<file path="config.mk">
export PLATFORM = sky130hd
export DESIGN_NAME = onchip_mem_arbiter
export DESIGN_NICKNAME = d
export VERILOG_FILES = /design/src/rtl/onchip_mem_arbiter.sv
export SDC_FILE = /design/constraint.sdc
export NUM_CORES = 1
export LEC_CHECK = 0
export ABC_AREA = 1
export CAP_MARGIN = 40
export CORE_AREA = 3 3 111 113
export DETAILED_ROUTE_END_ITERATION = 7
export DIE_AREA = 0 0 114 116
export MAX_ROUTING_LAYER = met4
export PLACE_DENSITY = 0.72
export SETUP_SLACK_MARGIN = 0.5
export SLEW_MARGIN = 0
export SYNTH_ARGS = -nofsm -noshare
export SYNTH_HDL_FRONTEND = slang
export SYNTH_SLANG_ARGS = --single-unit
</file>
<file path="constraint.sdc">
create_clock -name clk -period 1.8 [get_ports clk]
set_clock_uncertainty 0.1 [all_clocks]
set_input_delay 0.18 -clock clk [delete_from_list [all_inputs] [get_ports clk]]
set_output_delay 0.18 -clock clk [all_outputs]
set_load 0.01 [all_outputs]
</file>
<file path="src/rtl/onchip_mem_arbiter.sv">
`default_nettype none
// ============================================================================
// Module   : onchip_mem_arbiter
// Purpose  : Round-robin two-master arbiter for a single-port on-chip RAM
//            with latency-1 tagged read return and out-of-range fault capture.
// Revision : 1.0 - initial release
// ============================================================================
module onchip_mem_arbiter #(
   parameter int ADDR_W = 16,
   parameter int DATA_W = 32,
   parameter int BE_W   = 4,
   parameter int DEPTH  = 51200
) (
   input  logic              clk,
   input  logic              reset,
   input  logic              m0_read,
   input  logic              m0_write,
   input  logic [ADDR_W-1:0] m0_address,
   input  logic [BE_W-1:0]   m0_byteenable,
   input  logic [DATA_W-1:0] m0_writedata,
   output logic              m0_waitrequest,
   output logic [DATA_W-1:0] m0_readdata,
   output logic              m0_readdatavalid,
   input  logic              m1_read,
   input  logic              m1_write,
   input  logic [ADDR_W-1:0] m1_address,
   input  logic [BE_W-1:0]   m1_byteenable,
   input  logic [DATA_W-1:0] m1_writedata,
   output logic              m1_waitrequest,
   output logic [DATA_W-1:0] m1_readdata,
   output logic              m1_readdatavalid,
   output logic [ADDR_W-1:0] mem_address,
   output logic [BE_W-1:0]   mem_byteenable,
   output logic [DATA_W-1:0] mem_writedata,
   output logic              mem_chipselect,
   output logic              mem_write,
   output logic              mem_clken,
   input  logic [DATA_W-1:0] mem_readdata,
   output logic              err_valid,
   output logic [ADDR_W-1:0] err_addr,
   output logic              err_master,
   input  logic              err_clear
);

   localparam logic [ADDR_W:0] c_depth = (ADDR_W+1)'(DEPTH);

   logic              w_req0, w_req1;
   logic              w_grant0, w_grant1, w_grant_any;
   logic              w_sel_read, w_sel_write;
   logic              w_in_range, w_fault;
   logic [ADDR_W-1:0] w_addr;
   logic [BE_W-1:0]   w_be;
   logic [DATA_W-1:0] w_wdata;
   logic [DATA_W-1:0] w_rdata;

   logic              r_last_grant;
   logic              r_rd_pend, r_rd_id, r_rd_oor;
   logic              r_err_valid, r_err_master;
   logic [ADDR_W-1:0] r_err_addr;

   assign w_req0      = m0_read | m0_write;
   assign w_req1      = m1_read | m1_write;
   // Under contention the master that did not win last time is served.
   assign w_grant0    = w_req0 & (~w_req1 | r_last_grant);
   assign w_grant1    = w_req1 & (~w_req0 | ~r_last_grant);
   assign w_grant_any = w_grant0 | w_grant1;

   always_comb begin
      w_addr      = '0;
      w_be        = '0;
      w_wdata     = '0;
      w_sel_read  = 1'b0;
      w_sel_write = 1'b0;
      if (w_grant0) begin
         w_addr      = m0_address;
         w_be        = m0_byteenable;
         w_wdata     = m0_writedata;
         w_sel_read  = m0_read;
         w_sel_write = m0_write;
      end else if (w_grant1) begin
         w_addr      = m1_address;
         w_be        = m1_byteenable;
         w_wdata     = m1_writedata;
         w_sel_read  = m1_read;
         w_sel_write = m1_write;
      end
   end

   assign w_in_range = ({1'b0, w_addr} < c_depth);
   assign w_fault    = w_grant_any & ~w_in_range;

   assign m0_waitrequest = reset | (w_req0 & ~w_grant0);
   assign m1_waitrequest = reset | (w_req1 & ~w_grant1);

   assign mem_address    = w_addr;
   assign mem_byteenable = w_be;
   assign mem_writedata  = w_wdata;
   assign mem_chipselect = ~reset & w_grant_any & w_in_range;
   assign mem_write      = ~reset & w_sel_write & w_in_range;
   assign mem_clken      = ~reset;

   always_ff @(posedge clk or posedge reset) begin
      if (reset) begin
         r_last_grant <= 1'b1;
         r_rd_pend    <= 1'b0;
         r_rd_id      <= 1'b0;
         r_rd_oor     <= 1'b0;
      end else begin
         if (w_grant_any) begin
            r_last_grant <= w_grant1;
         end
         r_rd_pend <= w_sel_read;
         if (w_sel_read) begin
            r_rd_id  <= w_grant1;
            r_rd_oor <= ~w_in_range;
         end
      end
   end

   // A fault coinciding with a clear is captured rather than lost.
   always_ff @(posedge clk or posedge reset) begin
      if (reset) begin
         r_err_valid  <= 1'b0;
         r_err_addr   <= '0;
         r_err_master <= 1'b0;
      end else if (w_fault && (!r_err_valid || err_clear)) begin
         r_err_valid  <= 1'b1;
         r_err_addr   <= w_addr;
         r_err_master <= w_grant1;
      end else if (err_clear) begin
         r_err_valid  <= 1'b0;
         r_err_addr   <= '0;
         r_err_master <= 1'b0;
      end
   end

   assign w_rdata          = r_rd_oor ? '0 : mem_readdata;
   assign m0_readdata      = w_rdata;
   assign m1_readdata      = w_rdata;
   assign m0_readdatavalid = r_rd_pend & ~r_rd_id;
   assign m1_readdatavalid = r_rd_pend & r_rd_id;

   assign err_valid  = r_err_valid;
   assign err_addr   = r_err_addr;
   assign err_master = r_err_master;

endmodule
`default_nettype wire

</file>
==> results.md, run 1 <==
- Area contributors post-synth: dfrtp_1 25%, a22o_1 15%, buf_4 11%, nand2_1 11%, inv_1 7.0%
- Final Non-Filler Cells: 788
- Final Net Count: 789
- Mean area per synthesized cell: 6.713 um^2
- Period minus WS final: 2.068 ns
- Crit path top cell by count: nand2_4
- DRC violations left: 0
- Reg clk slew, reported paths: 0.06 ns
- Final setup margin: -0.2676 ns
- Routed vias/inst: 4.376
- PortBufs: 283
- Sequential power share: 12.9%
- Delay-heaviest family, CP: flip-flops
- Top-area cell type share of the netlist area: 25.09%
- Synth cell count leaders: 64 x nand2_1, 39 x inv_1, 36 x a22o_1, 36 x nor2_1, 32 x buf_4
- Setup violators final: 72
- Layout cell share with drive strength beyond 1: 49.92%
- Max incr delay on CP: 0.59 ns
- Max Fclk: 483.7 MHz
- Starting Density: 18.34%
- DR iter-0 viols: 113
- Area leader, netlist: dfrtp_1
- CP max stage cell: dfstp_2
- Finished layout cell area: 6480 um^2
- Max-Cap Viols: 0
- Routed len/inst: 16.94 um
- Number of diodes: 0
- Sw Ratio: 37.14%
- VDD IR-drop max: 424.6 uV
- Num CTS Buffers: 3
- Crit end category: output port
- Cells along the critical path: inv_2 > buf_4 > o21ai_4 > nand3_2 > nand2_2 > nor2_4 > nand2_4 > nand2_4 > nand2_4 > a21oi_2 > buf_2
- Critical path type: flop to output port
- Yosys reg bits: 22
- Total number of vias: 3,448
- Total power: 4.921 mW
- Worst R2R Start: r_last_grant$_DFFE_PP1N_
- Slew @ Worst Pin: 0.2477 ns
- Number of enable flip-flop cells after synthesis: 0
- Slew Limit Fails: 0
- Synth Instances: 312
- Dpl ws: -0.6401 ns
- Synthesized net count: 455
- Unrepaired setup endpoints after global routing: true
- Reg2Reg Setup Slack: -0.21 ns
- Worst setup path start: r_last_grant$_DFFE_PP1N_
- PwrDens: 759.4 nW/um^2
- Largest net degree at the start of global routing: 24
- CORE AREA: 11,420 um^2
- Crit path max fanout: 5
- GRT Util Overall: 18.22%
- CTS root buf: clkbuf_16
- CTS Hold Bufs: 0
- Initial antenna violation count: 0
- Grt ovf: 0
- Placed standard-cell area: 5256 um^2
- Die W: 114 um
- Die area: 13,220 um^2
- CP arrival: 1.79 ns
- Synth Cell Area: 2095 um^2
- Area Growth Syn to Fin: 209.4%
- Hold crit path type: input port to asynchronous set/reset pin
- Max Root-Sink Buffers: 2
- Wirelength, routed: 13.35 mm
- Internal Power: 3.093 mW
- Failing checks: setup timing
- Clk pwr share: 10.4%
- Ys async rst share: 100.0%
- First-pass GRT wire length: 18.53 mm
- LEAKAGE: 3.234 nW
- CTS tree: built
- Rows: 39
- Crit path buffers/inverters: 3
- Yosys warnings: 0
- Placed insts: 725
- Fin crit share: 114.9%
- I/O pin count: 284
- CTS Sinks: 22
- Worst Path Required: 1.52 ns
- Initial DRT Pass Iterations: 4
- GP Congestion: 0.7861
- Most common cell in the netlist: nand2_1
- Fin. Hold Viols: 0
- Combinational power share: 76.7%
- Later-pin clock latency in the skew report: 0.26 ns
- Vias in the first global route: 3,503
- Antenna Nets Post-Route: 0
- H-tree levels: 1
- Relative slew margins: 83.45%
- Outcome: finished, violations left
- Number of distinct library cells after synthesis: 22
- Dominant synthesized flop cell: dfrtp_1
- Worst hold slack: 0.08238 ns
- NetSw: 1.827 mW
- Seq/Total Area, Yosys: 26.34%
- Critical path startpoint category: flop
- Die height: 116 um
- Post-DP HPWL: 9.804 mm
state kept, by name, summed over array words and instances (netlist names):
name,count
err_master,1
r_rd_oor,1
r_rd_id,1
r_last_grant,1
err_addr,16
r_rd_pend,1
err_valid,1
layout make-up:
cell class,count,area [um^2]
Sequential cell,22,553.0
Clock buffer,4,88.84
Tap cell,143,178.9
Fill cell,954,4938
Inverter,45,177.7
Timing Repair Buffer,379,3881
Multi-Input combinational cell,195,1600
placed cells by master (no fill, tap or decap):
master	instances
nand2_4	22
o21ai_4	2
nand4_1	14
dfrtp_2	1
o21ai_0	5
inv_4	2
dlygate4sd2_1	23
clkbuf_8	1
buf_8	4
buf_16	7
nand2_1	29
nor2_4	39
o21ai_1	1
buf_4	44
nand3_1	16
clkinv_1	1
clkdlybuf4s50_1	137
buf_12	11
nor2_1	2
clkdlybuf4s15_2	1
a22o_1	36
clkbuf_16	5
clkdlybuf4s15_1	1
buf_6	110
clkinvlp_4	1
inv_1	38
inv_2	3
buf_2	38
dfstp_2	1
nand3_2	7
nand3_4	2
nand2_2	16
nand2_8	1
a21oi_2	3
dfrtp_1	20
clkbuf_2	1
logic make-up after synthesis:
logic type,share of synthesized area (%)
compound gates,17.86
buf+inv,23.95
flops,26.34
simple gates,31.84
final timing paths:
check                                            to  cells past startpoint
min in group clk                r_rd_pend$_DFF_PP0_                      3
hold reg to reg             err_addr[4]$_DFFE_PP0P_                      2
max in group asynchronous  r_last_grant$_DFFE_PP1N_                      4
setup reg to reg           err_addr[12]$_DFFE_PP0P_                     11
hold / removal              err_addr[4]$_DFFE_PP0P_                      4
setup / recovery                          mem_write                     11
power groups by stage:
stage | logic (mW) | registers [mW] | clock network [mW]
after floorplan | 1.20 | 0.656 | 0
after global placement | 2.65 | 0.636 | 0
after detailed placement | 2.68 | 0.642 | 0
after CTS | 3.38 | 0.635 | 0.518
after global routing | 3.98 | 0.646 | 0.542
final | 3.77 | 0.635 | 0.514
routing by layer:
| layer | up-vias | routed length, um | track usage [%] |
|---|---|---|---|
| met5 | - | 0 | - |
| met2 | 179 | 7348 | 33.22 |
| met4 | 0 | 235 | 5.305 |
| li1 | 1657 | - | - |
| met1 | 1594 | 4907 | 20.78 |
| met3 | 18 | 858 | 2.454 |
through the flow:
stage / setup TNS, ns / utilization [%]
2_1_floorplan: 0 / -
3_3_place_gp: -36.99 / 46.03
3_5_place_dp: -39.14 / 46.03
4_1_cts: -10.60 / 52.72
5_1_grt: -16.90 / 56.75
6_report: -11.56 / 56.75
tightest hold or removal path: cells and delay by family:
kind,cells,cell delay [ns]
buffers and inverters,4,0.61
timing repair:
action                                  CTS  global route
pin swaps                                53            27
resized for setup                       672            64
endpoints found under the setup margin  162           143
setup buffers                            27            22
gates cloned                              8             2
(Power assumes the default switching activity.)
==> run 2, diff against run 1 <==
--- a/config.mk
+++ b/config.mk
@@ -9,5 +9,5 @@
 export CAP_MARGIN = 40
-export CORE_AREA = 3 3 111 113
+export CORE_AREA = 2 2 110 112
 export DETAILED_ROUTE_END_ITERATION = 7
-export DIE_AREA = 0 0 114 116
+export DIE_AREA = 0 0 112 114
 export MAX_ROUTING_LAYER = met4
==> constraint.sdc (replaced) <==
create_clock -name clk -period 1.8 [get_ports clk]
set_clock_uncertainty 0.1 [all_clocks]
set_input_delay 0.27 -clock clk [delete_from_list [all_inputs] [get_ports clk]]
set_output_delay 0.27 -clock clk [all_outputs]
set_load 0.01 [all_outputs]
==> run 2 against run 1 <==
The flow still finishes with violations (setup timing). Total power up 4.4%. Utilization up 0.37 points. First-iteration DRC count down 27%. Global-route usage up 0.47 points. Largest power group unchanged. Highest routed layer unchanged.
==> results.md, run 2 (same netlist as run 1, synthesis figures left out) <==
- Outcome: finished, violations left
- Failing checks: setup timing
- Setup TNS: -17.70 ns (-6.137 ns)
- GRT Util Overall: 18.69% (+0.47 points)
- Largest net degree at the start of global routing: 23 (-4.2%)
- Area Growth Syn to Fin: 219.4%
- Routed len/inst: 16.36 um (-3.5%)
- H-tree levels: 1 (unchanged)
- Fin crit share: 117.8% (+2.9 points)
- Rows: 40 (+2.6%)
- Post-DP HPWL: 9.376 mm (-4.4%)
- Vias in the first global route: 3,584 (+2.3%)
- Dpl ws: -0.8202 ns (-0.1801 ns)
- Internal Power: 3.295 mW (+6.5%)
- Antenna Nets Post-Route: 0 (unchanged)
- Initial DRT Pass Iterations: 4 (unchanged)
- Starting Density: 17.88% (-0.46 points)
- Wirelength, routed: 13.25 mm (-0.76%)
- Sw Ratio: 35.86% (-1.3 points)
- Slew Limit Fails: 0 (unchanged)
- Max Fclk: 471.6 MHz (-2.5%)
- Reg clk slew, reported paths: 0.06 ns (about the same)
- First-pass GRT wire length: 18.59 mm (+0.30%)
- Total number of vias: 3,549 (+2.9%)
- Combinational power share: 75.2% (-1.5 points)
- DRC violations left: 0 (unchanged)
- Number of diodes: 0 (unchanged)
- Hold crit path type: input port to asynchronous set/reset pin
- CP arrival: 1.75 ns (-0.04 ns)
- PortBufs: 283 (unchanged)
- Setup violators final: 112 (+56%)
- Total power: 5.137 mW (+4.4%)
- Commonest non-fill, non-tap cell in the layout: clkdlybuf4s50_1
- I/O pin count: 284 (unchanged)
- Num CTS Buffers: 3 (unchanged)
- LEAKAGE: 3.274 nW (+1.2%)
- Unrepaired setup endpoints after global routing: true
- Worst Path Required: 1.43 ns (-0.09 ns)
- Relative slew margins: 77.11% (-6.3 points)
- Crit path max fanout: 5 (unchanged)
- CTS root buf: clkbuf_16
- Die W: 112 um (-1.8%)
- CTS Sinks: 22 (unchanged)
- Most frequent cells in the layout: 137 x clkdlybuf4s50_1, 118 x buf_6, 48 x buf_4
- Slew @ Worst Pin: 0.3425 ns (+0.09478 ns)
- Later-pin clock latency in the skew report: 0.25 ns (about the same)
- Initial antenna violation count: 0 (unchanged)
- VDD IR-drop max: 393.2 uV (-7.4%)
- GP Congestion: 0.7887 (+0.33%)
- NetSw: 1.842 mW (+0.81%)
- Final Net Count: 807 (+2.3%)
- Layout cell share with drive strength beyond 1: 54.15% (+4.2 points)
- Critical path startpoint category: flop
- Die height: 114 um (-1.7%)
- CORE AREA: 11,710 um^2 (+2.6%)
- Routed vias/inst: 4.381 (+0.13%)
- Max Root-Sink Buffers: 2 (unchanged)
- Clk pwr share: 12.1% (+1.7 points)
- Crit end category: output port
- CTS tree: built
- Sequential power share: 12.7% (-0.2 points)
- Final setup margin: -0.3202 ns (-0.05262 ns)
- Critical path type: flop to output port
- Max-Cap Viols: 0 (unchanged)
- Period minus WS final: 2.120 ns (+0.05262 ns)
- Grt ovf: 0 (unchanged)
- DR iter-0 viols: 82 (-27%)
- PwrDens: 768.0 nW/um^2 (+1.1%)
- Fin. Hold Viols: 0 (unchanged)
- Die area: 12,770 um^2 (-3.4%)
- Max reg flops: 16 (unchanged)
## run 2: worst max-delay path: stages, from the launching register on
cell and delay (ns):
dfstp_2 0.58, inv_4 0.05, buf_6 0.12, o21ai_4 0.10
nand3_2 0.10, nand2_2 0.10, nand2_2 0.06, inv_2 0.09
nand2_4 0.07, nand2_4 0.06, a21oi_2 0.03, buf_2 0.13
## run 2: layer usage
metal  vias up  global-route usage (%)  routed length, um
li1       1697                       -                  -
met3        18                   2.710                773
met4         0                   4.797                244
met5         -                       -                  0
met2       187                   33.94               7257
met1      1647                   21.77               4973
## run 2: power groups by stage
stage / registers, mW / clock network (mW) / logic (mW)
after floorplan: 0.657 / 0 / 1.41
after global placement: 0.645 / 0 / 2.76
after detailed placement: 0.651 / 0 / 2.78
after CTS: 0.641 / 0.630 / 3.43
after global routing: 0.661 / 0.657 / 4.08
final: 0.653 / 0.621 / 3.86
## run 2: repair_timing
| item | 4_1_cts | 5_1_grt |
|---|---|---|
| pin swaps | 22 | 24 |
| hold buffers | 0 | 0 |
| gates cloned | 10 | 6 |
| resized for setup | 673 | 60 |
| setup buffers | 35 | 24 |
| endpoints found under the hold margin | 0 | 0 |
| setup endpoints to repair | 162 | 152 |
## run 2: cell type report
cell class / count / area [um^2]
fill: 1010 / 5022
clock buffer: 3 / 75.07
inverter: 45 / 175.2
timing repair buffer: 396 / 4098
clock inverter: 1 / 30.03
tap: 147 / 183.9
sequential: 22 / 553.0
multi-input combinational: 196 / 1574
## run 2: path summary, 6_finish.rpt
| check | start | endpoint | slack (ns) | cells after the start |
|---|---|---|---|---|
| worst min-delay path | reset | err_addr[0]$_DFFE_PP0P_ | 0.12 | 4 |
| max in group asynchronous | reset | r_last_grant$_DFFE_PP1N_ | 1.20 | 4 |
| min in group clk | err_addr[1]$_DFFE_PP0P_ | err_addr[1]$_DFFE_PP0P_ | 0.40 | 2 |
| worst max register to register | r_last_grant$_DFFE_PP1N_ | err_addr[15]$_DFFE_PP0P_ | -0.26 | 13 |
| worst min register to register | err_addr[1]$_DFFE_PP0P_ | err_addr[1]$_DFFE_PP0P_ | 0.40 | 2 |
| worst max-delay path | r_last_grant$_DFFE_PP1N_ | mem_write | -0.32 | 11 |
## run 2: through the flow
stage | area [um^2] | hold slack (ns) | util, % | cells
2_1_floorplan | 2539 | 0.07930 | - | 312
3_3_place_gp | 5443 | 0.3892 | 46.47 | 731
3_5_place_dp | 5443 | 0.3943 | 46.47 | 731
4_1_cts | 6171 | 0.1196 | 52.69 | 780
5_1_grt | 6689 | 0.1432 | 57.12 | 810
6_report | 6689 | 0.1168 | 57.12 | 810
==> run 3, diff against run 2 <==
Clock period 1.8 ns to 2.4 ns, I/O delays scaled along.
==> run 3 against run 2 <==
Sequential power is 26% lower. Non-clock buffer count shrank 24. The flow now finishes without violations. Highest routed layer unchanged. Critical endpoint is now mem_writedata[21]. Wire length grew 0.71%. Worst hold slack improved by 0.21 ns. Die area did not move.
==> results.md, run 3 (same netlist as run 1, synthesis figures left out) <==
- Fin crit share: 96.07%
- Hold crit path type: input port to asynchronous set/reset pin
- Internal Power: 1.957 mW (-41%)
- Die height: 114 um (unchanged)
- Period minus WS final: 2.306 ns
- Combinational power share: 72.5% (-2.7 points)
- Sw Ratio: 37.80% (+1.9 points)
- DRC violations left: 0 (unchanged)
- Total power: 3.147 mW (-39%)
- Area Growth Syn to Fin: 186.7%
- Max Fclk: 433.7 MHz
- Sequential power share: 15.4% (+2.7 points)
- CTS tree: built
- Rows: 40 (unchanged)
- Initial antenna violation count: 0 (unchanged)
- Starting Density: 17.88% (unchanged)
- Crit path max fanout: 5 (unchanged)
- CP arrival: 1.85 ns (+0.10 ns)
- Later-pin clock latency in the skew report: 0.25 ns (about the same)
- Routed len/inst: 16.97 um (+3.8%)
- PwrDens: 524.1 nW/um^2 (-32%)
- FILL cells: 1,108 (+9.7%)
- Final Non-Filler Cells: 786 (-3.0%)
- Die area: 12,770 um^2 (unchanged)
- Routed vias/inst: 4.355 (-0.61%)
- Max reg flops: 16 (unchanged)
- VDD IR-drop max: 225.9 uV (-43%)
- Relative slew margins: 67.94% (-9.2 points)
- Footprint of the multi-input gates: 1370 um^2 (-13%)
- Grt ovf: 0 (unchanged)
- Final cell utilization of the core: 51.27% (-5.8 points)
- PortBufs: 283 (unchanged)
- Total number of vias: 3,423 (-3.6%)
- CORE AREA: 11,710 um^2 (unchanged)
- Die W: 112 um (unchanged)
- CTS Sinks: 22 (unchanged)
- LEAKAGE: 3.061 nW (-6.5%)
- Critical path startpoint category: flop
- Reg clk slew, reported paths: 0.06 ns (about the same)
- Final setup margin: 0.09440 ns (+0.4146 ns)
- Unrepaired setup endpoints after global routing: true
- NetSw: 1.190 mW (-35%)
- CTS root buf: clkbuf_16
- Num CTS Buffers: 3 (unchanged)
- Vias in the first global route: 3,468 (-3.2%)
- DR iter-0 viols: 96 (+17%)
- Final Net Count: 783 (-3.0%)
- Max-Cap Viols: 0 (unchanged)
- Initial DRT Pass Iterations: 4 (unchanged)
- Max Root-Sink Buffers: 2 (unchanged)
- H-tree levels: 1 (unchanged)
- Number of diodes: 0 (unchanged)
- Commonest non-fill, non-tap cell in the layout: clkdlybuf4s50_1
- Outcome: complete, no violations
- Largest net degree at the start of global routing: 33 (+43%)
- Fin. Hold Viols: 0 (unchanged)
- Dpl ws: -0.4545 ns (+0.3658 ns)
- GP Congestion: 0.8985 (+14%)
- Setup TNS: 0 ns (+17.70 ns)
- GRT Util Overall: 19.08% (+0.39 points)
- Slew Limit Fails: 0 (unchanged)
- Clk pwr share: 12.1% (about the same)
- Antenna Nets Post-Route: 0 (unchanged)
- Most frequent cells in the layout: 158 x clkdlybuf4s50_1, 65 x dlygate4sd2_1, 50 x buf_6
- Crit end category: output port
- Post-DP HPWL: 10.41 mm (+11%)
- Register area: 551.8 um^2 (-0.23%)
- Placed insts: 730 (-0.14%)
- First-pass GRT wire length: 18.51 mm (-0.41%)
- I/O pin count: 284 (unchanged)
- Slew @ Worst Pin: 0.4797 ns (+0.1372 ns)
- Wirelength, routed: 13.34 mm (+0.71%)
- Critical path type: flop to output port
- Setup violators final: 0 (-100%)
- Layout cell share with drive strength beyond 1: 36.31% (-18 points)
- Worst Path Required: 1.94 ns (+0.51 ns)
run 3: what timing repair did:
item	CTS	global route
cloned	5	3
setup buffers	29	15
setup endpoints to repair	138	73
pin swaps	18	39
hold buffers	0	0
gates resized for setup	370	78
run 3: routing by layer:
| layer | vias to the layer above | share of wire [%] | track usage [%] |
|---|---|---|---|
| met1 | 1602 | 36 | 19.57 |
| met2 | 151 | 56 | 37.82 |
| li1 | 1650 | - | - |
| met3 | 20 | 4.9 | 1.913 |
| met5 | - | 0 | - |
| met4 | 0 | 3.2 | 6.423 |
run 3: layout make-up:
| class | instances | share of cell area (%) |
|---|---|---|
| repair buffers | 372 | 60.60 |
| multi-input cells | 196 | 22.82 |
| flip-flops and latches | 22 | 9.189 |
| well taps | 147 | 3.063 |
| inverters | 45 | 2.855 |
| clock buffers | 4 | 1.479 |
run 3: critical path: stages (launching register included):
cell and delay, ns:
dfstp_2 0.59, inv_4 0.06, nor2_4 0.13, nor2_4 0.07, buf_6 0.13, buf_8 0.13, buf_16 0.13, a22o_1 0.24
buf_6 0.13
run 3: through the flow:
stage | area (um^2) | hold slack [ns]
after detailed placement | 5131 | 0.3879
final | 6005 | 0.3249
after global routing | 6005 | 0.3452
after CTS | 5637 | 0.3227
after global placement | 5104 | 0.3842
after floorplan | 2105 | 0.3038
run 3: path summary, 6_finish.rpt:
path	startpoint	endpoint	slack, ns	cells past startpoint
setup / recovery	r_last_grant$_DFFE_PP1N_	mem_writedata[21]	0.09	8
hold / removal	reset	r_rd_id$_DFFE_PP0P_	0.32	3
setup reg to reg	r_last_grant$_DFFE_PP1N_	err_addr[3]$_DFFE_PP0P_	0.37	13
hold reg to reg	err_master$_DFFE_PP0P_	err_master$_DFFE_PP0P_	0.40	2
max in group asynchronous	reset	err_addr[9]$_DFFE_PP0P_	1.47	4
min in group clk	err_master$_DFFE_PP0P_	err_master$_DFFE_PP0P_	0.40	2
run 3: power groups by stage:
stage / clock [mW] / combinational, mW / sequential [mW]
3_5_place_dp: 0 / 1.98 / 0.485
5_1_grt: 0.399 / 2.41 / 0.494
4_1_cts: 0.391 / 2.08 / 0.484
2_1_floorplan: 0 / 0.791 / 0.492
3_3_place_gp: 0 / 1.89 / 0.512
6_report: 0.381 / 2.28 / 0.486
